$ cat src/rtl/mem_req_ctrl.sv
// Request front-end for the 16x32 memory: FIFO-buffered valid/ready requests, one memory op per ISSUE cycle.
// Strobes appear 2 cycles after a request is presented to an idle block; only one read is in flight, and req_ready drops when the FIFO is full.

module mem_req_fifo #(
    parameter int W     = 37,
    parameter int DEPTH = 4
) (
    input  logic         clk,
    input  logic         rst,
    input  logic         push,
    input  logic [W-1:0] push_dat,
    input  logic         pop,
    output logic [W-1:0] head_dat,
    output logic         full,
    output logic         empty
);
    localparam int AW = $clog2(DEPTH);

    logic [W-1:0]  mem [DEPTH];
    logic [AW-1:0] wr_ptr;
    logic [AW-1:0] rd_ptr;
    logic [AW:0]   count;
    logic          do_push;
    logic          do_pop;

    // Fullness comes from the registered count only, so a same-cycle pop never admits a push.
    assign full     = (count == (AW+1)'(DEPTH));
    assign empty    = (count == '0);
    assign do_push  = push && !full;
    assign do_pop   = pop && !empty;
    assign head_dat = mem[rd_ptr];

    always_ff @(posedge clk) begin
        if (do_push) begin
            mem[wr_ptr] <= push_dat;
        end
    end

    always_ff @(posedge clk or posedge rst) begin
        if (rst) begin
            wr_ptr <= '0;
            rd_ptr <= '0;
            count  <= '0;
        end else begin
            if (do_push) begin
                wr_ptr <= wr_ptr + AW'(1);
            end
            if (do_pop) begin
                rd_ptr <= rd_ptr + AW'(1);
            end
            case ({do_push, do_pop})
                2'b10:   count <= count + (AW+1)'(1);
                2'b01:   count <= count - (AW+1)'(1);
                default: count <= count;
            endcase
        end
    end
endmodule

module mem_req_ctrl #(
    parameter int ADDR_W     = 4,
    parameter int DATA_W     = 32,
    parameter int DEPTH      = 4,
    parameter int RD_TIMEOUT = 8
) (
    input  logic              clk,
    input  logic              rst,
    input  logic              req_valid,
    output logic              req_ready,
    input  logic              req_wr,
    input  logic [ADDR_W-1:0] req_addr,
    input  logic [DATA_W-1:0] req_wdata,
    output logic              rsp_valid,
    input  logic              rsp_ready,
    output logic [DATA_W-1:0] rsp_rdata,
    output logic              rsp_err,
    output logic              En,
    output logic              Rw_en,
    output logic              Rr_en,
    output logic [ADDR_W-1:0] Address,
    output logic [DATA_W-1:0] Data_in,
    input  logic [DATA_W-1:0] Data_out,
    input  logic              Valid_out,
    output logic              busy
);
    localparam int TW = $clog2(RD_TIMEOUT + 1);

    typedef struct packed {
        logic              wr;
        logic [ADDR_W-1:0] addr;
        logic [DATA_W-1:0] wdata;
    } req_t;

    typedef enum logic [1:0] {
        IDLE    = 2'd0,
        ISSUE   = 2'd1,
        WAIT_RD = 2'd2,
        RESP    = 2'd3
    } state_t;

    state_t            state, state_nxt;
    req_t              req_in, head;
    logic              fifo_full, fifo_empty, fifo_pop;
    logic              iss_wr, iss_wr_nxt;
    logic [TW-1:0]     timer, timer_nxt, timer_inc;
    logic              en_nxt, rw_nxt, rr_nxt;
    logic [ADDR_W-1:0] addr_nxt;
    logic [DATA_W-1:0] din_nxt;
    logic              rsp_valid_nxt, rsp_err_nxt;
    logic [DATA_W-1:0] rsp_rdata_nxt;

    assign req_in    = '{wr: req_wr, addr: req_addr, wdata: req_wdata};
    assign req_ready = !fifo_full;
    assign busy      = (state != IDLE) || !fifo_empty;
    assign timer_inc = timer + TW'(1);

    mem_req_fifo #(
        .W     ($bits(req_t)),
        .DEPTH (DEPTH)
    ) u_fifo (
        .clk      (clk),
        .rst      (rst),
        .push     (req_valid),
        .push_dat (req_in),
        .pop      (fifo_pop),
        .head_dat (head),
        .full     (fifo_full),
        .empty    (fifo_empty)
    );

    always_ff @(posedge clk or posedge rst) begin
        if (rst) begin
            state     <= IDLE;
            iss_wr    <= 1'b0;
            timer     <= '0;
            En        <= 1'b0;
            Rw_en     <= 1'b0;
            Rr_en     <= 1'b0;
            Address   <= '0;
            Data_in   <= '0;
            rsp_valid <= 1'b0;
            rsp_rdata <= '0;
            rsp_err   <= 1'b0;
        end else begin
            state     <= state_nxt;
            iss_wr    <= iss_wr_nxt;
            timer     <= timer_nxt;
            En        <= en_nxt;
            Rw_en     <= rw_nxt;
            Rr_en     <= rr_nxt;
            Address   <= addr_nxt;
            Data_in   <= din_nxt;
            rsp_valid <= rsp_valid_nxt;
            rsp_rdata <= rsp_rdata_nxt;
            rsp_err   <= rsp_err_nxt;
        end
    end

    always_comb begin
        state_nxt     = state;
        iss_wr_nxt    = iss_wr;
        timer_nxt     = timer;
        en_nxt        = 1'b0;
        rw_nxt        = 1'b0;
        rr_nxt        = 1'b0;
        addr_nxt      = Address;
        din_nxt       = Data_in;
        rsp_valid_nxt = rsp_valid;
        rsp_rdata_nxt = rsp_rdata;
        rsp_err_nxt   = rsp_err;
        fifo_pop      = 1'b0;

        case (state)
            IDLE: begin
                fifo_pop = !fifo_empty;
            end
            ISSUE: begin
                if (iss_wr) begin
                    if (!fifo_empty) begin
                        fifo_pop = 1'b1;
                    end else begin
                        state_nxt = IDLE;
                    end
                end else begin
                    timer_nxt = '0;
                    state_nxt = WAIT_RD;
                end
            end
            WAIT_RD: begin
                timer_nxt = timer_inc;
                // Data arriving in the expiry cycle takes priority over the timeout.
                if (Valid_out) begin
                    rsp_valid_nxt = 1'b1;
                    rsp_rdata_nxt = Data_out;
                    rsp_err_nxt   = 1'b0;
                    state_nxt     = RESP;
                end else if (timer_inc == TW'(RD_TIMEOUT)) begin
                    rsp_valid_nxt = 1'b1;
                    rsp_rdata_nxt = '0;
                    rsp_err_nxt   = 1'b1;
                    state_nxt     = RESP;
                end
            end
            RESP: begin
                if (rsp_ready) begin
                    rsp_valid_nxt = 1'b0;
                    if (!fifo_empty) begin
                        fifo_pop = 1'b1;
                    end else begin
                        state_nxt = IDLE;
                    end
                end
            end
            default: state_nxt = IDLE;
        endcase

        // A pop loads the strobes directly so they are visible during the ISSUE cycle itself.
        if (fifo_pop) begin
            state_nxt  = ISSUE;
            iss_wr_nxt = head.wr;
            en_nxt     = 1'b1;
            rw_nxt     = head.wr;
            rr_nxt     = !head.wr;
            addr_nxt   = head.addr;
            din_nxt    = head.wr ? head.wdata : '0;
        end
    end
endmodule

$ cat config.mk
export PLATFORM = sky130hd
export DESIGN_NAME = mem_req_ctrl
export DESIGN_NICKNAME = d
export VERILOG_FILES = /design/src/rtl/mem_req_ctrl.sv
export SDC_FILE = /design/constraint.sdc
export NUM_CORES = 1
export LEC_CHECK = 0
export CAP_MARGIN = 10
export CORE_MARGIN = 2
export CORE_UTILIZATION = 44
export CTS_BUF_LIST = sky130_fd_sc_hd__clkbuf_2 sky130_fd_sc_hd__clkbuf_4 sky130_fd_sc_hd__clkbuf_8
export DETAILED_ROUTE_END_ITERATION = 12
export PLACE_DENSITY = 0.67
export REMOVE_ABC_BUFFERS = 1
export SLEW_MARGIN = 20
export SYNTH_ARGS = -nofsm -noshare
export SYNTH_HDL_FRONTEND = slang
export SYNTH_SLANG_ARGS = --single-unit
$ cat constraint.sdc
create_clock -name clk -period 7.1 [get_ports clk]
set_input_delay 1.065 -clock clk [delete_from_list [all_inputs] [get_ports clk]]
set_output_delay 1.065 -clock clk [all_outputs]
set_load 0.01 [all_outputs]
==> impl_metrics.tcl <==
set metrics [dict create \
    p_total_mw 4.82 \
    antenna_found_initial 2 \
    hold_class "reg2reg" \
    power_frac_clock_pct 24.3 \
    relSlewSlack_pct 29.0 \
    routed_wl_um 17400 \
    share_comb_of_total_power_pct 32.2 \
    cts_tree "built" \
    rows 51 \
    die_area_um2 20900 \
    area_growth_pct 28.9 \
    cts-htree-levels 2 \
    status "complete, no violations" \
    grt_max_degree 46 \
    drtPass1Iterations 4 \
    synth_ff_type "edfxtp_1" \
    tns_ns 0 \
    synth.distinct_cells 39 \
    critPathMaxFanout 4 \
    instances_no_fill 901 \
    p_sw_share_pct 29.7 \
    initial_core_util_pct 44.7 \
    cts_buffers 38 \
    port_buffers 148 \
    setup-violations-final 0 \
    p_sw_mw 1.43 \
    holdBufCountCts 0 \
    layout.nets 687 \
    synth_warnings 0 \
    post-cts-setup-buffers 0 \
    insertion_delay_ns 0.51 \
    drc 0 \
    grt_pass1_vias 4956 \
    gr-total-overflow 0 \
    drtIter0Drc 188 \
    start_kind "flip-flop" \
    p_leak_nw 4.24 \
    finClkSkew_ns 0.0138 \
    synthesis.instances 439 \
    powerDensity_nw_per_um2 430 \
    root_buffer "clkbuf_8" \
    period_minus_slack_ns 3.27 \
    synth_seq_cells 235 \
    gp_congestion 0.695 \
    viasPerCell 5.18 \
    rsz0062_at_grt "false" \
    seq_power_share_pct 43.4 \
    ys_async_sr_fraction_pct 37.0 \
    io_pins 149 \
    arrival_ns 2.20 \
    dp.cells 831 \
    drive_gt1_share_pct 19.5 \
    synth-edff-count 148 \
    syn_area_um2 8700 \
    wl_per_cell_um 19.3 \
    post-route-util_pct 57.6 \
    end_kind "output pin" \
    core-area_um2 19500 \
    dr_total_vias 4666 \
    worst_pin_slew_ns 1.06 \
    cts.reportedPaths.clkPinSlew_ns 0.06 \
    cts-resized-gates 0 \
    track_usage_pct 17.0 \
    die_h_um 145 \
    power.internal_mw 3.39 \
    place_hpwl_um 10300 \
    ctsLongestPathBuffers 3 \
    die_x_um 145 \
    yosysSeqAreaShare_pct 76.1 \
    hold_viol_final 0 \
    required_ns 6.03 \
    peakVddDrop_mv 0.183 \
    slew_viol_final 0 \
    syn_avg_cell_area_um2 19.8 \
    fmax_mhz 306 \
    max-cap-violations 0 \
    period_share_pct 46.1 \
    ant_nets 0 \
    numClockSinks 235 \
    crit_type "reg2out" \
    grt_pass1_wl_um 26600 \
]
-- final timing paths --
| check | cells past startpoint | from | slack (ns) | end |
|---|---|---|---|---|
| setup / recovery | 3 | u_fifo.count[2]$_DFFE_PP0P_ | 3.83 | busy |
| hold / removal | 1 | Address[1]$_DFFE_PP0P_ | 0.49 | Address[1]$_DFFE_PP0P_ |
| hold reg to reg | 1 | Address[1]$_DFFE_PP0P_ | 0.49 | Address[1]$_DFFE_PP0P_ |
| min in group asynchronous | 2 | rst | 0.98 | rsp_rdata[9]$_DFFE_PP0P_ |
| setup reg to reg | 11 | state[1]$_DFFE_PP0P_ | 4.63 | u_fifo.count[2]$_DFFE_PP0P_ |
| max in group asynchronous | 3 | rst | 5.10 | timer[0]$_DFFE_PP0P_ |
-- worst max-delay path: stages (launching register included) --
cell	delay, ns
dfrtp_1	0.41
or3_1	0.45
or3_1	0.35
clkdlybuf4s50_1	0.49
-- sequential cells by signal (all words and copies together) (netlist names) --
signal and flops:
Address 4, Data_in 32, En 1, Rr_en 1
Rw_en 1, iss_wr 1, rsp_err 1, rsp_rdata 32
rsp_valid 1, state 2, timer 4, u_fifo.count 3
u_fifo.mem 148, u_fifo.rd_ptr 2, u_fifo.wr_ptr 2
-- Yosys cell counts (5+ instances only) --
master | instances | area share [%]
clkbuf_1 | 11 | 0.47
nor2_1 | 6 | 0.26
buf_2 | 7 | 0.40
dfrtp_1 | 87 | 25
mux4_2 | 37 | 9.6
buf_6 | 5 | 0.65
nand2_1 | 5 | 0.22
edfxtp_1 | 148 | 51
inv_1 | 12 | 0.52
a21oi_1 | 8 | 0.46
ha_1 | 6 | 0.86
a22o_1 | 64 | 6.4
-- cells by family (layout without fill, tap and decap cells) --
kind of cell               after synthesis  count (layout)  synth area share, %
xor gates and xnor gates                 6               6                0.604
and+or+nand+nor                         27              27                 1.73
adders and majority gates                7               7                 1.09
muxes                                   43              43                 10.3
DFF                                    235             235                 76.1
other                                    0               1                    0
AOI/OAI and AO/OA                       83              83                 7.87
buffers and inverters                   38             234                 2.27
-- stage by stage --
stage                     cell area [µm²]  setup slack (ns)  hold slack [ns]
after floorplan                      8560              3.78            0.441
after global placement              10400              3.72            0.452
after detailed placement            10400              3.64            0.485
after CTS                           11200              3.78            0.495
after global routing                11200              3.74            0.507
final                               11200              3.83            0.489
-- per-layer routing --
layer	track usage (%)	vias up	wire length [µm]
met2	27.8	177	8220
met5	0	-	13
met4	5.37	2	318
li1	-	2093	-
met1	22.3	2361	7640
met3	4.67	33	1220
-- area by class of cell --
type | instances | area [µm²]
inverter | 14 | 60.1
antenna | 1 | 2.50
multi-input combinational | 166 | 1900
sequential | 235 | 6620
tap | 265 | 332
clock buffer | 64 | 768
clock inverter | 5 | 26.3
fill | 1503 | 8240
timing repair buffer | 151 | 1500
-- layout by cell type, fill, tap and decap left out, types with 5 or more instances in the layout --
cell / count
a21oi_1: 8
mux4_2: 37
a22o_1: 64
nor2_1: 6
edfxtp_1: 148
clkbuf_8: 46
clkbuf_4: 18
clkdlybuf4s50_1: 148
inv_1: 11
ha_1: 6
dfrtp_1: 85
nand2_1: 5
-- power by group through the flow --
| stage | logic [mW] | registers [mW] | clock network (mW) |
|---|---|---|---|
| 6_report | 1.55 | 2.10 | 1.17 |
| 4_1_cts | 1.59 | 2.10 | 1.21 |
| 5_1_grt | 1.71 | 2.14 | 1.27 |
| 3_5_place_dp | 1.58 | 2.12 | 0 |
| 3_3_place_gp | 1.55 | 2.11 | 0 |
| 2_1_floorplan | 0.809 | 2.19 | 0 |
Power figures use the tool's default switching activity.
